### src/rtl/counter_defs_pkg.sv
// Shared definitions for the modulo-N time-digit counter family:
// auto-repeat FSM states, step directions and default repeat timing.
package counter_defs;

  typedef enum logic [1:0] {
    IDLE   = 2'd0,
    DELAY  = 2'd1,
    REPEAT = 2'd2
  } rep_state_t;

  typedef enum logic {
    DIR_UP = 1'b0,
    DIR_DN = 1'b1
  } dir_t;

  localparam int unsigned DEF_REPEAT_DELAY  = 500;
  localparam int unsigned DEF_REPEAT_PERIOD = 100;

endpackage

### src/rtl/counter_mod_set_auto_repeat.sv
// Hold-to-auto-repeat button handler: one step on press, another after
// REPEAT_DELAY cycles of holding, then one every REPEAT_PERIOD cycles.
module auto_repeat
  import counter_defs::*;
#(
  parameter int unsigned REPEAT_DELAY  = DEF_REPEAT_DELAY,
  parameter int unsigned REPEAT_PERIOD = DEF_REPEAT_PERIOD,
  parameter int unsigned TIMER_W       = 16
) (
  input  logic clk,
  input  logic reset,
  input  logic enable,
  input  logic inc_btn,
  input  logic dec_btn,
  output logic step,
  output dir_t dir
);

  localparam logic [TIMER_W-1:0] DELAY_LOAD  = TIMER_W'(REPEAT_DELAY - 1);
  localparam logic [TIMER_W-1:0] PERIOD_LOAD = TIMER_W'(REPEAT_PERIOD - 1);

  rep_state_t         state, state_n;
  logic [TIMER_W-1:0] timer, timer_n;
  dir_t               dir_q, dir_n;
  logic               press_inc, press_dec, held;

  always_ff @(posedge clk or posedge reset) begin
    if (reset) begin
      state <= IDLE;
      timer <= '0;
      dir_q <= DIR_UP;
    end else begin
      state <= state_n;
      timer <= timer_n;
      dir_q <= dir_n;
    end
  end

  always_comb begin
    state_n   = state;
    timer_n   = timer;
    dir_n     = dir_q;
    step      = 1'b0;
    dir       = dir_q;
    press_inc = inc_btn & ~dec_btn;
    press_dec = dec_btn & ~inc_btn;
    held      = (dir_q == DIR_UP) ? press_inc : press_dec;

    if (!enable) begin
      state_n = IDLE;
      timer_n = '0;
    end else begin
      unique case (state)
        IDLE: begin
          if (press_inc || press_dec) begin
            // Direction is decided here and latched for the rest of the hold.
            dir_n   = press_dec ? DIR_DN : DIR_UP;
            dir     = dir_n;
            step    = 1'b1;
            timer_n = DELAY_LOAD;
            state_n = DELAY;
          end
        end
        DELAY, REPEAT: begin
          if (!held) begin
            state_n = IDLE;
            timer_n = '0;
          end else if (timer == '0) begin
            step    = 1'b1;
            timer_n = PERIOD_LOAD;
            state_n = REPEAT;
          end else begin
            timer_n = timer - 1'b1;
          end
        end
        default: begin
          state_n = IDLE;
          timer_n = '0;
        end
      endcase
    end
  end

endmodule

### src/rtl/counter_mod_set.sv
// Modulo-N time-digit counter with set mode (inc/dec auto-repeat) and BCD outputs.
// Optional COUNTER_LOAD_EN adds a clamped parallel load (load/load_val).
module counter_mod_set
  import counter_defs::*;
#(
  parameter int unsigned MODULUS       = 60,
  parameter int unsigned WIDTH         = 7,
  parameter int unsigned REPEAT_DELAY  = DEF_REPEAT_DELAY,
  parameter int unsigned REPEAT_PERIOD = DEF_REPEAT_PERIOD,
  parameter int unsigned TIMER_W       = 16
) (
  input  logic             clk,
  input  logic             reset,
  input  logic             tick_in,
  input  logic             set_mode,
  input  logic             inc_btn,
  input  logic             dec_btn,
  output logic [WIDTH-1:0] count,
  output logic [3:0]       ones,
  output logic [3:0]       tens,
  output logic             zC
`ifdef COUNTER_LOAD_EN
  ,
  input  logic             load,
  input  logic [WIDTH-1:0] load_val
`endif
);

  localparam logic [WIDTH-1:0] MAX_VAL = WIDTH'(MODULUS - 1);

  logic rep_en;
  logic step;
  dir_t dir;
  logic [7:0] count8;

`ifdef COUNTER_LOAD_EN
  localparam logic [WIDTH:0] MOD_EXT = (WIDTH + 1)'(MODULUS);
  // A load also pulls the repeat FSM back to IDLE on the same edge.
  assign rep_en = set_mode & ~load;
`else
  assign rep_en = set_mode;
`endif

  auto_repeat #(
    .REPEAT_DELAY (REPEAT_DELAY),
    .REPEAT_PERIOD(REPEAT_PERIOD),
    .TIMER_W      (TIMER_W)
  ) u_auto_repeat (
    .clk    (clk),
    .reset  (reset),
    .enable (rep_en),
    .inc_btn(inc_btn),
    .dec_btn(dec_btn),
    .step   (step),
    .dir    (dir)
  );

  always_ff @(posedge clk or posedge reset) begin
    if (reset) begin
      count <= '0;
      zC    <= 1'b0;
    end else begin
      zC <= 1'b0;
`ifdef COUNTER_LOAD_EN
      if (load) begin
        count <= ({1'b0, load_val} >= MOD_EXT) ? MAX_VAL : load_val;
      end else
`endif
      if (set_mode) begin
        if (step) begin
          if (dir == DIR_UP) count <= (count == MAX_VAL) ? '0 : count + 1'b1;
          else               count <= (count == '0) ? MAX_VAL : count - 1'b1;
        end
      end else if (tick_in) begin
        if (count == MAX_VAL) begin
          count <= '0;
          zC    <= 1'b1;
        end else begin
          count <= count + 1'b1;
        end
      end
    end
  end

  // Count never exceeds 99, so an 8-bit view is enough for the digit split.
  always_comb begin
    count8 = 8'(count);
    ones   = 4'(count8 % 8'd10);
    tens   = 4'(count8 / 8'd10);
  end

endmodule

### config.mk
export PLATFORM = sky130hd
export DESIGN_NAME = counter_mod_set
export DESIGN_NICKNAME = d
export VERILOG_FILES = /design/src/rtl/counter_defs_pkg.sv /design/src/rtl/counter_mod_set_auto_repeat.sv /design/src/rtl/counter_mod_set.sv
export SDC_FILE = /design/constraint.sdc
export NUM_CORES = 1
export LEC_CHECK = 0
export CAP_MARGIN = 20
export CORE_MARGIN = 2
export CORE_UTILIZATION = 50
export CTS_CLUSTER_SIZE = 12
export DETAILED_ROUTE_END_ITERATION = 16
export PLACE_DENSITY = 0.75
export SYNTH_ARGS = -nofsm -noshare
export SYNTH_HDL_FRONTEND = slang
export SYNTH_SLANG_ARGS = --single-unit
### constraint.sdc
create_clock -name clk -period 2.7 [get_ports clk]
set_input_delay 0.675 -clock clk [delete_from_list [all_inputs] [get_ports clk]]
set_output_delay 0.675 -clock clk [all_outputs]
set_load 0.01 [all_outputs]
; Yosys cells after proc, flatten, opt, wreduce, memory -nomap -nowiden
; Index checks and enable logic that the tools add are counted.
[classes]
add_sub_neg = 3
div_mod_pow = 2
eq_ne = 6
n_mux = 29
bitwise = 4
reduce_logical = 8
[op_table]
columns = operator, count
row1 = 16-bit two-way mux, 4
row2 = 7-bit two-way mux, 6
row3 = 16-bit case mux with 2 select lines, 1
row4 = 16-bit zero test, 1
row5 = 16-bit by 1-bit subtractor with 16-bit output (second input constant), 1
row6 = 1-bit two-way mux, 12
row7 = 7-bit by 4-bit divider with 8-bit output (second input constant), 1
row8 = 7-bit by 4-bit remainder unit with 8-bit output (second input constant), 1
row9 = 2-bit two-way mux, 4
row10 = 7-bit by 1-bit adder with 7-bit output (second input constant), 1
row11 = 7-bit by 6-bit == test with 1-bit output (second input constant), 1
row12 = 7-bit zero test, 1
row13 = 7-bit by 1-bit subtractor with 7-bit output (second input constant), 1
row14 = 4-bit inequality test (second input constant), 1
row15 = 2-bit case mux with 2 select lines, 1
row16 = 2-bit AND reduction, 2
row17 = 3-bit by 2-bit inequality test with 1-bit output (second input constant), 1
row18 = 1-bit bitwise AND, 2
row19 = 2-bit by 1-bit == test with 1-bit output (second input constant), 1
row20 = 2-bit == test (second input constant), 1
row21 = 2-bit zero test, 1
row22 = 2-bit by 1-bit inequality test with 1-bit output (second input constant), 1
row23 = 1-bit inverter, 2
row24 = 1-bit case mux with 2 select lines, 1
row25 = other kinds (3), 3
[word_totals]
regBits = 27
inputBits = 6
out_inout_bits = 16
word_cells = 57

; Longest topological paths before layout
; Gate-level depths: netlist (run 1).
[logic_depth]
word_depth = 9
depth_mapped = 8
ltp_nobuf = 7

; By module
; Synthesis (run 1) repeated with hierarchy kept, for this count alone.
[hier_totals]
cells_unflattened = 287
hier_area_um2 = 2342.2
[modules_own_cells]
columns = module, instances, cells_per_inst, area_each_um2, seq_area_each_um2
row1 = auto_repeat, 1, 141, 1251.2, 475.5
row2 = counter_mod_set, 1, 146, 1091.0, 200.2

; Worst setup path after synthesis (run 1)
; OpenSTA, ideal clock, no wires.
[synth_timing]
path_type = flip-flop to output port
from = register count[6]
to = output port ones[1]
t_arrival_ns = 1.886
setup_slack_ns = 0.139
path_stages_with_launch = 7
path_buffers = 1
path_cell_list = dfrtp_1 buf_2 nand3b_1 a31oi_4 a221oi_4 mux2_4 o311ai_2
[synth_between]
elab_chain_cells = 1
[synth_rtl]
columns = item, line
row1 = start: declaration, counter_mod_set.sv:18  ; output logic [WIDTH-1:0] count,
row2 = start signal: assignment, counter_mod_set.sv:71  ; if (dir == DIR_UP) count <= (count == MAX_VAL) ? '0 : count + 1'b1;
row3 = start signal: assignment, counter_mod_set.sv:72  ; else count <= (count == '0) ? MAX_VAL : count - 1'b1;
row4 = start signal: assignment, counter_mod_set.sv:79  ; count <= count + 1'b1;
row5 = 7-bit by 4-bit remainder unit with 8-bit output, counter_mod_set.sv:88  ; ones = 4'(count8 % 8'd10);
row6 = end: declaration, counter_mod_set.sv:19  ; output logic [3:0] ones,
; No other way between the ends.

; Final worst setup path (run 1)
; Same ends and word-level chain as after synthesis.

==> run_results.csv, run 1 <==
group,metric,value,unit
run_status,status,"complete, but fails checks",
run_status,violations,"negative setup slack",
critical_path,critical-path-max-stage-delay,0.45,ns
layout,antenna-diode-count,0,
synth,synth_area_per_cell,8.46,µm²
clock_tree,clkSlewWorstSetupHoldPaths,0.10,ns
synth,synth-compound-area-share,21.9,%
timing,finalSetupViolations,4,
clock_tree,root_buffer,"clkbuf_8",
routing,vias,2155,
floorplan,row_count,24,
routing,first_iter_violations,111,
layout,drive_gt1_share,24.7,%
synth,synthSimpleGateAreaFrac,28.0,%
critical_path,cp-start-kind,"flip-flop",
grt,track_usage,22.1,%
synth,yosys_warnings,0,
floorplan,dieHeight,70.1,µm
pwr,power_switching,1.28,mW
clock_tree,cts_max_path_buffers,2,
timing,fin_crit,2.89,ns
floorplan,initial_core_util,50.8,%
synth,synth_top_family_by_area,"simple AND/OR/NAND/NOR gates",
placed_design,place_congestion,0.935,
pwr,power.leakage,1.24,nW
timing,period_share,107,%
timing,hold_viol,0,
critical_path,critPathRequiredTime,2.03,ns
critical_path,crit_type,"reg -> out",
synth,synth-xor-area-share,4.01,%
synth,synth_edf_count,0,
placed_design,place_ws,-0.268,ns
grt,overflow,0,
worst_hold_path,hp-class,"reg -> reg",
pwr,internal_power,1.71,mW
pwr,clkPwrFrac,8.2,%
pwr,combPwrFrac,72.1,%
timing,finalWorstSetupSlack,-0.188,ns
critical_path,crit_path_top_delay_cell,"dfrtp_2",
clock_tree,cts_htree_levels,1,
routing,viasPerCell,5.79,
synth,async_flop_share,100,%
timing,finClkSkew,0.00304,ns
clock_tree,cts_buffers,3,
clock_tree,cts_tree,"built",
critical_path,endpoint_kind,"primary output",
pwr,irDropWorstVdd,570,µV
pwr,seqPwrFrac,19.7,%
pwr,swShare,42.7,%
routing,routedWlPerCell,14.0,µm
critical_path,crit_fanout,6,
grt,first_global_vias,2008,
routing,routed_wl,5.20,mm
routing,drtAntennaViolNets,0,
synth,yosys_register_bits,27,
timing,slew_viol_final,0,
timing,max_slew_margin,63.1,%
clock_tree,clkLatencyLatePin,0.28,ns
layout,fin_nets,337,
grt,grt_antenna_before_repair,0,
synth,synth_top_area_cell,"dfrtp_1",
synth,synth_cell_types,61,
layout,fillers,358,
timing,tightest_slew,0.553,ns
layout,syn_to_final_growth,28.9,%
floorplan,design.portCount,22,
synth,synth_ff_type,"dfrtp_1",
run,max-cap-violations,0,
synth,syn_nets,274,
synth,synth_area_leaders,"dfrtp_1 (31%), ha_1 (5.7%), nor2_1 (5.0%)",
floorplan,die-area,4910,µm²
synth,syn_area,2180,µm²
routing,drt-pass1-iter-count,4,
synth,syn_inst,258,
timing,max_freq,0.346,GHz
placed_design,io_buffer_count,21,
timing,grt_setup_unrepaired,"yes",
grt,grt_max_degree,28,
synth,seq_area_frac_synth,30.9,%
floorplan,fp.coreArea,4290,µm²
routing,drc_errors,0,
critical_path,cp_data_arrival_time,2.21,ns
synth,synthAdderAreaFrac,5.73,%
synth,synthMuxAreaShare,3.95,%
grt,grt_pass1_wl,9.09,mm
placed_design,dp_hpwl,3.86,mm
floorplan,die_w,70.1,µm
layout,fin_util,65.5,%
synth,netlist.area_leader.share,30.9,%
clock_tree,cts_sinks,27,
critical_path,path_cells,"or3b_4 -> a31oi_4 -> a221oi_4 -> buf_4 -> mux2_4 -> o311ai_2 -> buf_2",
pwr,power_density,1060,nW/µm²
[cells by family after synthesis]
| logic type | count (synthesis) |
|---|---|
| AOI/OAI and AO/OA | 66 |
| xor gates and xnor gates | 10 |
| adders and majority gates | 10 |
| buffers and inverters | 26 |
| DFF | 27 |
| muxes | 8 |
| and+or+nand+nor | 111 |
[critical path, delay by kind of cell (launching register included)]
family | cells | cell delay (ns)
flops | 1 | 0.45
mux | 1 | 0.29
compound gates | 3 | 0.45
buf+inv | 2 | 0.34
simple gates | 1 | 0.40
[timing repair]
action | in CTS | in global routing
endpoints found under the setup margin | 5 | 4
resized for setup | 21 | 7
cloned | 0 | 0
setup buffers | 7 | 1
pin swaps | 3 | 2
hold buffers | 0 | 0
[registers in the layout, indices dropped and copies added (netlist names)]
| signal | cells |
|---|---|
| u_auto_repeat.state | 2 |
| zC | 1 |
| count | 7 |
| u_auto_repeat.timer | 16 |
| u_auto_repeat.dir_q | 1 |
[cell type report]
| cell class | count | area [µm²] | share of cell area, % |
|---|---|---|---|
| multi-input combinational | 205 | 1410 | 50.2 |
| sequential | 27 | 679 | 24.1 |
| timing repair buffer | 70 | 556 | 19.7 |
| tap | 52 | 65.1 | 2.31 |
| inverter | 14 | 52.6 | 1.87 |
| clock buffer | 3 | 41.3 | 1.47 |
| clock inverter | 1 | 7.51 | 0.267 |
[power by group through the flow]
stage / sequential (mW) / clock [mW] / combinational, mW
after CTS: 0.584 / 0.247 / 2.08
after detailed placement: 0.597 / 0 / 2.05
after floorplan: 0.601 / 0 / 1.21
final: 0.588 / 0.246 / 2.16
after global routing: 0.606 / 0.264 / 2.35
after global placement: 0.591 / 0 / 2.02
[layout by cell type (no fill, tap or decap), types with 2 or more instances in the layout]
cell and n:
a21oi_1 21, and2_1 3, and3_1 3, and4_1 2, buf_2 4, buf_4 49, clkbuf_8 3, clkdlybuf4s50_1 15
dfrtp_1 24, dfrtp_2 3, dlygate4sd2_1 2, ha_1 10, inv_1 14, mux2i_1 5, nand2_1 19, nand2b_1 7
nand3_1 8, nand3b_1 2, nand4_1 4, nand4bb_1 2, nor2_1 29, nor2b_1 6, nor3_1 5, nor3b_1 2
nor4_1 5, nor4_2 3, o211ai_1 2, o21ai_0 3, o21ai_1 9, o22a_1 2, o22ai_1 4, o31ai_1 3
or3_1 4, xnor2_1 7, xor2_1 3
[metrics by stage]
stage | area [µm²] | hold WS, ns | power [mW] | setup TNS (ns) | cells
2_1_floorplan | 2180 | 0.485 | 1.81 | 0 | 258
3_3_place_gp | 2700 | 0.512 | 2.61 | -0.813 | 360
3_5_place_dp | 2700 | 0.527 | 2.65 | -1.04 | 360
4_1_cts | 2780 | 0.549 | 2.91 | -0.280 | 371
5_1_grt | 2810 | 0.590 | 3.22 | -0.648 | 372
6_report | 2810 | 0.545 | 2.99 | -0.336 | 372
[final timing paths]
path                                        startpoint                       to  slack, ns  depth (start not counted)
worst max-delay path                          count[6]                  ones[1]      -0.19                          7
worst min-delay path            u_auto_repeat.timer[6]   u_auto_repeat.timer[6]       0.54                          2
worst max register to register  u_auto_repeat.timer[0]                 count[4]       0.59                          7
worst min register to register  u_auto_repeat.timer[6]   u_auto_repeat.timer[6]       0.54                          2
max in group asynchronous                        reset                 count[4]       1.66                          3
min in group asynchronous                        reset  u_auto_repeat.timer[13]       0.76                          3
[cells in the mapped netlist, types with 2 or more instances]
cell and number:
nor2_1 29, dfrtp_1 27, a21oi_1 21, nand2_1 19, inv_1 14, ha_1 10
o21ai_1 9, nand3_1 8, nand2b_1 7, nor2b_1 7, xnor2_1 7, buf_2 6
mux2i_1 6, nor4_1 6, nor3_1 5, and3_1 4, nand4_1 4, o22ai_1 4
o31ai_1 4, or3_1 4, and2_1 3, clkbuf_1 3, o21ai_0 3, xor2_1 3
and4_1 2, buf_4 2, nand3b_1 2, nand4bb_1 2, nor3b_1 2, nor4_2 2
o211ai_1 2, o22a_1 2
[routing by layer]
metal  vias to the layer above  global-route usage (%)  wire length (µm)  part of all wire (%)
li1                       1066                       -                 -                     -
met1                      1030                    30.3              2420                    47
met2                        55                    38.4              2550                    49
met3                         4                    1.88               195                   3.7
met4                         0                    4.27                35                  0.67
met5                         -                       0                 0                     0
Power figures use the tool's default switching activity.
==> run 2, diff against run 1 <==
Settings changed: CORE_MARGIN 2 to 1, HOLD_SLACK_MARGIN set to 0.06, MAX_ROUTING_LAYER set to met4.
==> run 2 against run 1 <==
Compared with the run above: the run still ends with negative setup slack left; sequential cell count unchanged; clock skew up 0.0071 ns; maximum frequency down 1.2%; first-iteration DRC count up 35%; via count up 0.74%; design area up 3.8%; largest power group unchanged; highest routed layer unchanged.
==> run_results.csv, run 2 (synthesis gave the netlist of run 1 again) <==
group,metric,value,unit
floorplan,design.portCount,22,
clock_tree,cts_htree_levels,1,
routing,first_iter_violations,150,
routing,routed_wl,5.62,mm
floorplan,initial_core_util,53.4,%
layout,final_cell_count_no_fill,373,
routing,routedWlPerCell,15.1,µm
floorplan,die-area,4630,µm²
grt,grt_max_degree,28,
run_status,violations,"negative setup slack",
critical_path,critPathRequiredTime,2.03,ns
critical_path,crit_fanout,7,
grt,overflow,0,
run,max-cap-violations,0,
clock_tree,cts_max_path_buffers,2,
clock_tree,cts_hold_buf,0,
layout,layout_common_cells,"buf_4 (47), nor2_1 (29), dfrtp_1 (25)",
critical_path,cp_data_arrival_time,2.25,ns
placed_design,io_buffer_count,21,
placed_design,place_area,2680,µm²
floorplan,dieHeight,68.1,µm
timing,max_slew_margin,64.3,%
critical_path,endpoint_kind,"primary output",
timing,fin_crit,2.92,ns
critical_path,crit_type,"reg -> out",
routing,viasPerCell,5.82,
timing,slew_viol_final,0,
placed_design,place_congestion,0.899,
clock_tree,root_buffer,"clkbuf_8",
grt,track_usage,27.1,%
timing,hold_viol,0,
timing,finalSetupViolations,4,
pwr,irDropWorstVdd,614,µV
pwr,power_density,1130,nW/µm²
floorplan,fp.coreArea,4090,µm²
layout,final_area,2920,µm²
placed_design,dp_hpwl,4.01,mm
pwr,total_power,3.29,mW
routing,drt-pass1-iter-count,4,
run_status,status,"complete, but fails checks",
layout,syn_to_final_growth,33.8,%
grt,grt_antenna_before_repair,0,
critical_path,cp-start-kind,"flip-flop",
routing,vias,2171,
clock_tree,cts_buffers,3,
placed_design,placedCellCount,356,
grt,grt_pass1_wl,9.33,mm
layout,final_common_cell,"buf_4",
timing,max_freq,0.342,GHz
floorplan,die_w,68.1,µm
clock_tree,cts_sinks,27,
layout,antenna-diode-count,0,
layout,fin_nets,340,
placed_design,place_ws,-0.244,ns
routing,drc_errors,0,
timing,finalWorstSetupSlack,-0.223,ns
layout,reg.largest.list,"u_auto_repeat.timer (16), count (7), u_auto_repeat.state (2)",
layout,top_register,"u_auto_repeat.timer",
floorplan,row_count,23,
timing,period_share,108,%
layout,drive_gt1_share,27.2,%
timing,tightest_slew,0.535,ns
timing,hold_ws,0.562,ns
clock_tree,clkSlewWorstSetupHoldPaths,0.10,ns
clock_tree,clkLatencyLatePin,0.28,ns
clock_tree,cts_tree,"built",
worst_hold_path,hp-class,"reg -> reg",
pwr,power.leakage,1.30,nW
timing,finClkSkew,0.0101,ns
timing,grt_setup_unrepaired,"yes",
routing,drtAntennaViolNets,0,
layout,largest_reg_flops,16,
grt,first_global_vias,2120,
-- run 2: changes by cell type in the layout (fill, tap and decap cells not counted), moves of 2 or more --
cell / change
buf_4: -2
buf_6: +4
dlygate4sd2_1: -2
xnor2_1: -2
xnor2_2: +2
-- run 2: where the power goes --
group	internal, mW	switching, mW
sequential	0.490	0.105
clock	0.105	0.139
combinational	1.30	1.15
total	1.90	1.40
-- run 2: metrics by stage --
step                TNS [ns]  util [%]
floorplan                  0         -
global placement      -0.844      65.6
detailed placement     -1.22      65.6
CTS                   -0.457      70.1
global route          -0.764      71.5
finish                -0.549      71.5
-- run 2: area by class of cell --
type,count,area [µm²]
well taps,50,62.6
fillers,333,1170
inverters,14,52.6
clock buffers,3,41.3
clock inverters,1,7.51
flip-flops and latches,27,678
repair buffers,73,606
multi-input cells,205,1470
-- run 2: path summary, 6_finish.rpt --
path	start	endpoint	slack (ns)	depth (start not counted)
min in group asynchronous	reset	count[5]	0.75	3
max	count[5]	ones[1]	-0.22	7
min reg2reg	u_auto_repeat.timer[5]	u_auto_repeat.timer[5]	0.56	2
max in group asynchronous	reset	count[6]	1.67	3
min	u_auto_repeat.timer[5]	u_auto_repeat.timer[5]	0.56	2
max reg2reg	u_auto_repeat.timer[0]	count[6]	0.49	7
-- run 2: layer usage --
metal | routed length, µm | vias to the layer above | part of all wire, % | GRT usage [%]
met2 | 2760 | 51 | 49 | 45.6
li1 | - | 1074 | - | -
met3 | 196 | 5 | 3.5 | 2.00
met1 | 2600 | 1041 | 46 | 34.5
met4 | 61 | 0 | 1.1 | 8.59
met5 | 0 | - | 0 | -
-- run 2: timing repair --
| action | in CTS | in global routing |
|---|---|---|
| gates resized for setup | 31 | 10 |
| cloned | 0 | 0 |
| setup endpoints to repair | 5 | 6 |
| setup buffers | 12 | 1 |
| pin swaps | 6 | 3 |
-- run 2: worst max-delay path, cell delays in order (launching register included) --
cell and delay (ns):
dfrtp_1 0.53, buf_4 0.19, nand2_1 0.08, a221oi_4 0.30
buf_4 0.18, mux2_4 0.30, o311ai_2 0.21, buf_2 0.17
==> run 3, diff against run 2 <==
Settings changed: CORE_MARGIN 1 to unset.
==> results of run 3 <==
The final DEF is identical to that of run 2; final timing and power are the same.
